## src/rtl/csr_regfile.sv

```systemverilog
// Machine-mode CSR register file: trap/mret sequencing, interrupt enables and 64-bit counters.
// Build option: define CSR_COUNTERS_EN to include the mcycle/minstret counter hardware.
module csr_regfile (
    input  logic        clk,
    input  logic        rst,
    input  logic [11:0] csr_raddr,
    output logic [31:0] csr_rdata,
    output logic        csr_illegal,
    input  logic        csr_wen,
    input  logic [11:0] csr_waddr,
    input  logic [31:0] csr_wdata,
    input  logic        instret_pulse,
    input  logic        trap_en,
    input  logic [31:0] trap_pc,
    input  logic [31:0] trap_cause,
    input  logic [31:0] trap_val,
    input  logic        mret_en,
    input  logic        irq_ext,
    input  logic        irq_timer,
    input  logic        irq_soft,
    output logic [31:0] mtvec_out,
    output logic [31:0] mepc_out,
    output logic        irq_pending
);

    localparam logic [11:0] ADDR_MSTATUS   = 12'h300;
    localparam logic [11:0] ADDR_MISA      = 12'h301;
    localparam logic [11:0] ADDR_MIE       = 12'h304;
    localparam logic [11:0] ADDR_MTVEC     = 12'h305;
    localparam logic [11:0] ADDR_MSCRATCH  = 12'h340;
    localparam logic [11:0] ADDR_MEPC      = 12'h341;
    localparam logic [11:0] ADDR_MCAUSE    = 12'h342;
    localparam logic [11:0] ADDR_MTVAL     = 12'h343;
    localparam logic [11:0] ADDR_MIP       = 12'h344;
    localparam logic [11:0] ADDR_MCYCLE    = 12'hB00;
    localparam logic [11:0] ADDR_MINSTRET  = 12'hB02;
    localparam logic [11:0] ADDR_MCYCLEH   = 12'hB80;
    localparam logic [11:0] ADDR_MINSTRETH = 12'hB82;
    localparam logic [11:0] ADDR_MHARTID   = 12'hF14;

    localparam logic [31:0] MISA_VALUE = 32'h4000_0100;
    localparam logic [31:0] IRQ_MASK   = 32'h0000_0888;

    function automatic logic [31:0] align4(input logic [31:0] value);
        return value & ~32'h3;
    endfunction

    logic        status_mie;
    logic        status_mpie;
    logic [31:0] mie_mask;
    logic [31:0] mtvec;
    logic [31:0] mscratch;
    logic [31:0] mepc;
    logic [31:0] mcause;
    logic [31:0] mtval;
    logic [31:0] mip;
    logic [31:0] mstatus_view;

    always_comb begin
        mip     = '0;
        mip[11] = irq_ext;
        mip[7]  = irq_timer;
        mip[3]  = irq_soft;
    end

    // MPP is hardwired to machine mode.
    always_comb begin
        mstatus_view        = '0;
        mstatus_view[12:11] = 2'b11;
        mstatus_view[7]     = status_mpie;
        mstatus_view[3]     = status_mie;
    end

    // Trap beats mret beats software writes on shared registers; other writes still land.
    always_ff @(posedge clk) begin
        if (rst) begin
            status_mie  <= 1'b0;
            status_mpie <= 1'b0;
            mie_mask    <= '0;
            mtvec       <= '0;
            mscratch    <= '0;
            mepc        <= '0;
            mcause      <= '0;
            mtval       <= '0;
        end else begin
            if (trap_en) begin
                mepc        <= align4(trap_pc);
                mcause      <= trap_cause;
                mtval       <= trap_val;
                status_mpie <= status_mie;
                status_mie  <= 1'b0;
            end else if (mret_en) begin
                status_mie  <= status_mpie;
                status_mpie <= 1'b1;
            end
            if (csr_wen) begin
                case (csr_waddr)
                    ADDR_MSTATUS: begin
                        if (!trap_en && !mret_en) begin
                            status_mie  <= csr_wdata[3];
                            status_mpie <= csr_wdata[7];
                        end
                    end
                    ADDR_MIE:      mie_mask <= csr_wdata & IRQ_MASK;
                    ADDR_MTVEC:    mtvec    <= align4(csr_wdata);
                    ADDR_MSCRATCH: mscratch <= csr_wdata;
                    ADDR_MEPC:     if (!trap_en) mepc   <= align4(csr_wdata);
                    ADDR_MCAUSE:   if (!trap_en) mcause <= csr_wdata;
                    ADDR_MTVAL:    if (!trap_en) mtval  <= csr_wdata;
                    default: ;
                endcase
            end
        end
    end

`ifdef CSR_COUNTERS_EN
    logic [63:0] mcycle;
    logic [63:0] minstret;

    // A software write to either half replaces this cycle's increment.
    always_ff @(posedge clk) begin
        if (rst) begin
            mcycle   <= '0;
            minstret <= '0;
        end else begin
            if (csr_wen && csr_waddr == ADDR_MCYCLE)
                mcycle <= {mcycle[63:32], csr_wdata};
            else if (csr_wen && csr_waddr == ADDR_MCYCLEH)
                mcycle <= {csr_wdata, mcycle[31:0]};
            else
                mcycle <= mcycle + 64'd1;

            if (csr_wen && csr_waddr == ADDR_MINSTRET)
                minstret <= {minstret[63:32], csr_wdata};
            else if (csr_wen && csr_waddr == ADDR_MINSTRETH)
                minstret <= {csr_wdata, minstret[31:0]};
            else if (instret_pulse)
                minstret <= minstret + 64'd1;
        end
    end
`else
    logic unused_instret;
    assign unused_instret = instret_pulse;
`endif

    always_comb begin
        csr_rdata   = '0;
        csr_illegal = 1'b0;
        case (csr_raddr)
            ADDR_MSTATUS:  csr_rdata = mstatus_view;
            ADDR_MISA:     csr_rdata = MISA_VALUE;
            ADDR_MIE:      csr_rdata = mie_mask;
            ADDR_MTVEC:    csr_rdata = mtvec;
            ADDR_MSCRATCH: csr_rdata = mscratch;
            ADDR_MEPC:     csr_rdata = mepc;
            ADDR_MCAUSE:   csr_rdata = mcause;
            ADDR_MTVAL:    csr_rdata = mtval;
            ADDR_MIP:      csr_rdata = mip;
            ADDR_MHARTID:  csr_rdata = '0;
`ifdef CSR_COUNTERS_EN
            ADDR_MCYCLE:    csr_rdata = mcycle[31:0];
            ADDR_MCYCLEH:   csr_rdata = mcycle[63:32];
            ADDR_MINSTRET:  csr_rdata = minstret[31:0];
            ADDR_MINSTRETH: csr_rdata = minstret[63:32];
`else
            ADDR_MCYCLE, ADDR_MCYCLEH,
            ADDR_MINSTRET, ADDR_MINSTRETH: csr_rdata = '0;
`endif
            default: csr_illegal = 1'b1;
        endcase
    end

    assign mtvec_out   = mtvec;
    assign mepc_out    = mepc;
    assign irq_pending = status_mie && ((mip & mie_mask) != '0);

endmodule

```

## config.mk

```make
export PLATFORM = sky130hd
export DESIGN_NAME = csr_regfile
export DESIGN_NICKNAME = d
export VERILOG_FILES = /design/src/rtl/csr_regfile.sv
export SDC_FILE = /design/constraint.sdc
export NUM_CORES = 1
export LEC_CHECK = 0
export CAP_MARGIN = 15
export CORE_MARGIN = 2
export CORE_UTILIZATION = 35
export CTS_CLUSTER_DIAMETER = 100
export DETAILED_ROUTE_END_ITERATION = 10
export GPL_ROUTABILITY_DRIVEN = 0
export HOLD_SLACK_MARGIN = 0.12
export PLACE_DENSITY = 0.77
export SYNTH_ARGS = -nofsm -noshare
export SYNTH_HDL_FRONTEND = slang
export SYNTH_SLANG_ARGS = --single-unit
```

## constraint.sdc

```tcl
create_clock -name clk -period 1.7 [get_ports clk]
set_clock_uncertainty 0.15 [all_clocks]
set_input_delay 0.17 -clock clk [delete_from_list [all_inputs] [get_ports clk]]
set_output_delay 0.17 -clock clk [all_outputs]
set_load 0.005 [all_outputs]
```

* Yosys cells after proc, flatten, opt, wreduce, memory -nomap -nowiden
Index checks and enable logic that the tools add are counted.
** Word-level totals
- Register bits after elaboration :: 163
- Bits of input ports :: 161
- Output and inout port bits :: 98
- Word-level logic and storage cells :: 63
** Cells by class
- Eq/ne operators :: 21
- Mux-type cells :: 24
- Bitwise operators :: 1
- Reductions and logical operators :: 9
** Operators by type and width (number)
- 32-bit 2-to-1 mux :: 12
- 32-bit case mux with 9 select lines :: 1
- 12-bit by 10-bit == test with 1-bit output (second input constant) :: 16
- 12-bit == test (second input constant) :: 5
- 32-bit nonzero test :: 1
- 14-bit OR reduction :: 1
- 12-bit AND :: 1
- 1-bit 2-to-1 mux :: 11
- 2-bit AND reduction :: 3
- 1-bit logical AND :: 2
- 1-bit logical NOT :: 2

* Longest topological paths before layout
- Word-level depth :: 5
- Mapped depth :: 7
- Depth with buffers taken out :: 4

* Worst setup path after synthesis
OpenSTA, ideal clock, no wires.
- Kind :: input-to-output
- From :: input csr_raddr[4]
- To :: output csr_rdata[10]
- Data arrival time :: 1638 ps
- Required time :: 1380 ps
- Path slack :: -258 ps
- Cell stages on the path :: 5
- Buffers on the path :: 1
- Cell sequence :: or4_4 or2_1 or3_4 buf_6 o221ai_2
** Between the ends
- Cells in the longest elaborated chain, start to end :: 2
- Elaborated cells on any way between the ends :: 10
- Those cells by class :: eq/ne (9); mux (1)
** RTL lines
- start: declaration :: RTL line 6 : input logic [11:0] csr_raddr,
- 12-bit by 10-bit == test with 1-bit output :: RTL line 149 : case (csr_raddr)
- 32-bit case mux with 9 select lines (*) :: RTL line 149
- end: declaration :: RTL line 7 : output logic [31:0] csr_rdata,
Every way passes the cells marked *; elsewhere a longest branch is shown, timed or not.

* Final worst setup path
- From :: input csr_raddr[7]
- To :: output csr_rdata[24]
The elaborated chain is that of the path after synthesis.

==> impl_results.md <==
- Synthesized flop and latch total: between 150 and 200
- Via/cell ratio: 5.74
- Clock transition at path regs: 0.07 ns
- IO Count: 259
- Number of synthesized flops with an enable pin: 0
- Share of cells above drive strength 1: 0.281
- Pwr Density: 698 nW/µm²
- VDD IR max: between 0.0006 and 0.0007 V
- Total gr overflow: 0
- Largest net degree at the start of global routing: 79
- Crit path DAT: 2.07 ns
- Clk Latency, worst-skew pair: approximately 0.42 ns
- H-tree lvl count: 4
- Die Ht: 156 µm
- Placed Instances: ~1,400
- Status: finished with violations
- Final instance area: 13,100 µm²
- Dpl cell area: 11,600 µm²
- Post-route DRC: 0
- Port bufs: 253
- Tcrit/Tclk final: 1.41
- # diodes: 0
- Number of max-cap violations: 0
- Clock Tree Root: clkbuf_16
- CP max stage cell: or4_4
- CP Launch Type: input pin
- Synth Flop Type: dfxtp_1
- Peak per-stage delay on the critical path: 0.54 ns
- Final Power: approximately 9 mW
- Die Width: 156 µm
- Critical path peak fanout: 5
- Die ar.: approximately 24,000 µm²
- Crit path top cell by count: buf_6
- Initial DRC count: 782
- Mapped Cells: 884
- Pins Over Slew Limit: 0
- Core Region: approximately 23,000 µm²
- Yosys warnings: 0
- Synth Cell Area: approximately 8000 µm²
- DPL Wire Length: 21.8 mm
- Worst Setup End Kind: output port
- RSZ-0062 raised after global routing: yes
- CTS tree: done
- All-Layer GR Usage: 0.270
- Crit path kind: in -> out
- CP cell instances: buf_6 -> or4_4 -> buf_6 -> nor4b_4 -> buf_4 -> buf_6 -> buf_6 -> buf_8 -> a22oi_1 -> o21ai_1 -> buf_2
- Async SR Flop Fraction: 0
- Vias post-DR: 8,801
- Layout fillers: between 1,500 and 2,000
- Initial antenna violation count: 0
- Clock Tree Buf Depth: 2
- HP Class: in -> reg
- Setup TNS: -19.71 ns
- Tmin final: 2.39 ns
- Clock sinks: about 160
- Initial Util: 0.356
- Number of global-route vias before repair: 8,488
- Final WS setup: -0.689 ns
- Final ANT Viol Nets: 0
- Delay-heaviest family, CP: buffers and inverters
- Measured slew at the worst slew-check pin: between 0.9 and 1 ns
- Critical Path RT: 1.38 ns
- Failing checks: negative setup slack
- Netlist cell types: 59
- Syn_area_per_cell: around 9 µm²
- Crit path buffers/inverters: 7
- Number of buffers created by CTS: 17
- Nets: 1,397
- Site Rows: 55
- WL/cell: 22.6 µm
- Leak pwr: around 5.5 nW
- Total wire length: 34.6 mm
- Seq/Total Area, Yosys: 0.405
- Detailed Routing Iterations Pass 1: 6
- First-pass GRT wire length: 49.7 mm
- Layout area overhead: 62.2%
- Final setup viols: 33
- Max-Slew Margin vs Limit: 0.387
- Final std cells w/o fill: 1,534
- Max Clk Rate: 0.419 GHz
- Final hold vios: 0
- Multi-input gate area: ~4600 µm²
- Seq. cell area: 3290 µm²
[power by group]
group	leakage (nW)	switching (mW)	internal (mW)
Sequential	1.34	0.0937	3.96
Clock	0.269	1.80	1.94
Combinational	3.91	0.567	0.761
Total	5.52	2.46	6.66
[sequential cells by signal, indices dropped and copies added (netlist names)]
register	count
status_mie	1
status_mpie	1
mtvec_out	30
mtval	32
mie_mask	3
mepc_out	32
mcause	32
mscratch	32
[metrics by stage]
stage | utilization | worst slack (ns) | hold slack, ns
2_1_floorplan | - | -0.220 | 0.156
6_report | 0.577 | -0.689 | 0.153
3_3_place_gp | 0.511 | -1.30 | 0.290
5_1_grt | 0.577 | -0.766 | 0.143
4_1_cts | 0.564 | -0.647 | 0.128
3_5_place_dp | 0.512 | -1.31 | 0.299
[synth_stat cells, types with 4 or more instances]
master    instances  area share
a221oi_1         28       0.030
mux2_2           19       0.027
nand2_1         114       0.053
nand3_1           4      0.0025
and2_1           61       0.047
a221o_1          63       0.078
a22oi_1          27       0.025
o221ai_2         10       0.019
o221ai_1          5      0.0054
and3_1            6      0.0047
o21ai_0          16      0.0099
clkbuf_1         40       0.019
nor4_1            4      0.0031
nor2b_1           4      0.0031
mux2i_1          64       0.080
nand4_1           6      0.0047
a21oi_1          42       0.026
buf_2            25       0.016
buf_1             5      0.0023
inv_1            34       0.016
nor2_1           48       0.022
and4_1            6      0.0065
a31oi_1          27       0.021
buf_4             5      0.0047
buf_6             4      0.0056
a211oi_1          4      0.0037
dfxtp_1         163        0.41
nor4b_1           4      0.0044
[repair_timing]
item	4_1_cts	5_1_grt
pin swaps	24	19
setup buffers	39	11
hold buffers	2	0
gates resized for setup	289	53
endpoints found under the setup margin	200	186
cloned	8	4
hold endpoints to repair	17	0
[metal layers]
layer  global-route usage  routed length, µm  up-vias
li1                     -                  -     3993
met1                0.340              14100     4218
met2                0.444              16200      506
met3               0.0592               2840       84
met4                0.121               1510        0
met5                    0                  0        -
[cells by family after synthesis]
group,synth area share
compound gates,0.232
buf+inv,0.0626
flops,0.405
mux,0.106
other cells,0.000466
simple gates,0.193
[layout by cell type, fill, tap and decap left out, types with 4 or more instances in the layout]
cell type	n
clkdlybuf4s50_1	188
dfxtp_1	141
nand2_1	102
buf_4	91
mux2i_1	64
a221o_1	63
and2_1	60
nor2_1	45
a21oi_1	42
buf_2	41
inv_1	34
buf_6	31
a31oi_1	27
a221oi_1	27
buf_12	25
dfxtp_2	22
clkbuf_16	20
mux2_2	19
a22oi_1	15
o221ai_2	15
a22oi_2	12
o21ai_1	12
nand2_2	10
dlymetal6s2s_1	8
dlygate4sd2_1	8
nand4_1	6
and3_1	5
and4_1	5
inv_6	5
buf_8	5
a211oi_1	4
nor4_1	4
nor4_4	4
nor2_4	4
nor2b_1	4
nand3_1	4
inv_8	4
[tightest hold or removal path, delay by kind of cell]
kind | cells | cell delay, ns
buf+inv | 2 | 0.45
compound gates | 1 | 0.07
[path summary, 6_finish.rpt]
kind         slack, ns       endpoint          from  cells past startpoint
max              -0.69  csr_rdata[24]  csr_raddr[7]                     11
min               0.15   mepc_out[19]   trap_pc[19]                      3
max reg2reg       0.66    status_mpie   status_mpie                      3
min reg2reg       0.31   mscratch[12]  mscratch[12]                      2
[area by class of cell]
cell class	instances	share of cell area
tap	285	0.0273
sequential	163	0.252
clock buffer	17	0.0326
multi-input combinational	610	0.353
inverter	34	0.00977
timing repair buffer	410	0.315
clock inverter	15	0.0105
No activity file was read; power rests on OpenSTA's default activity.
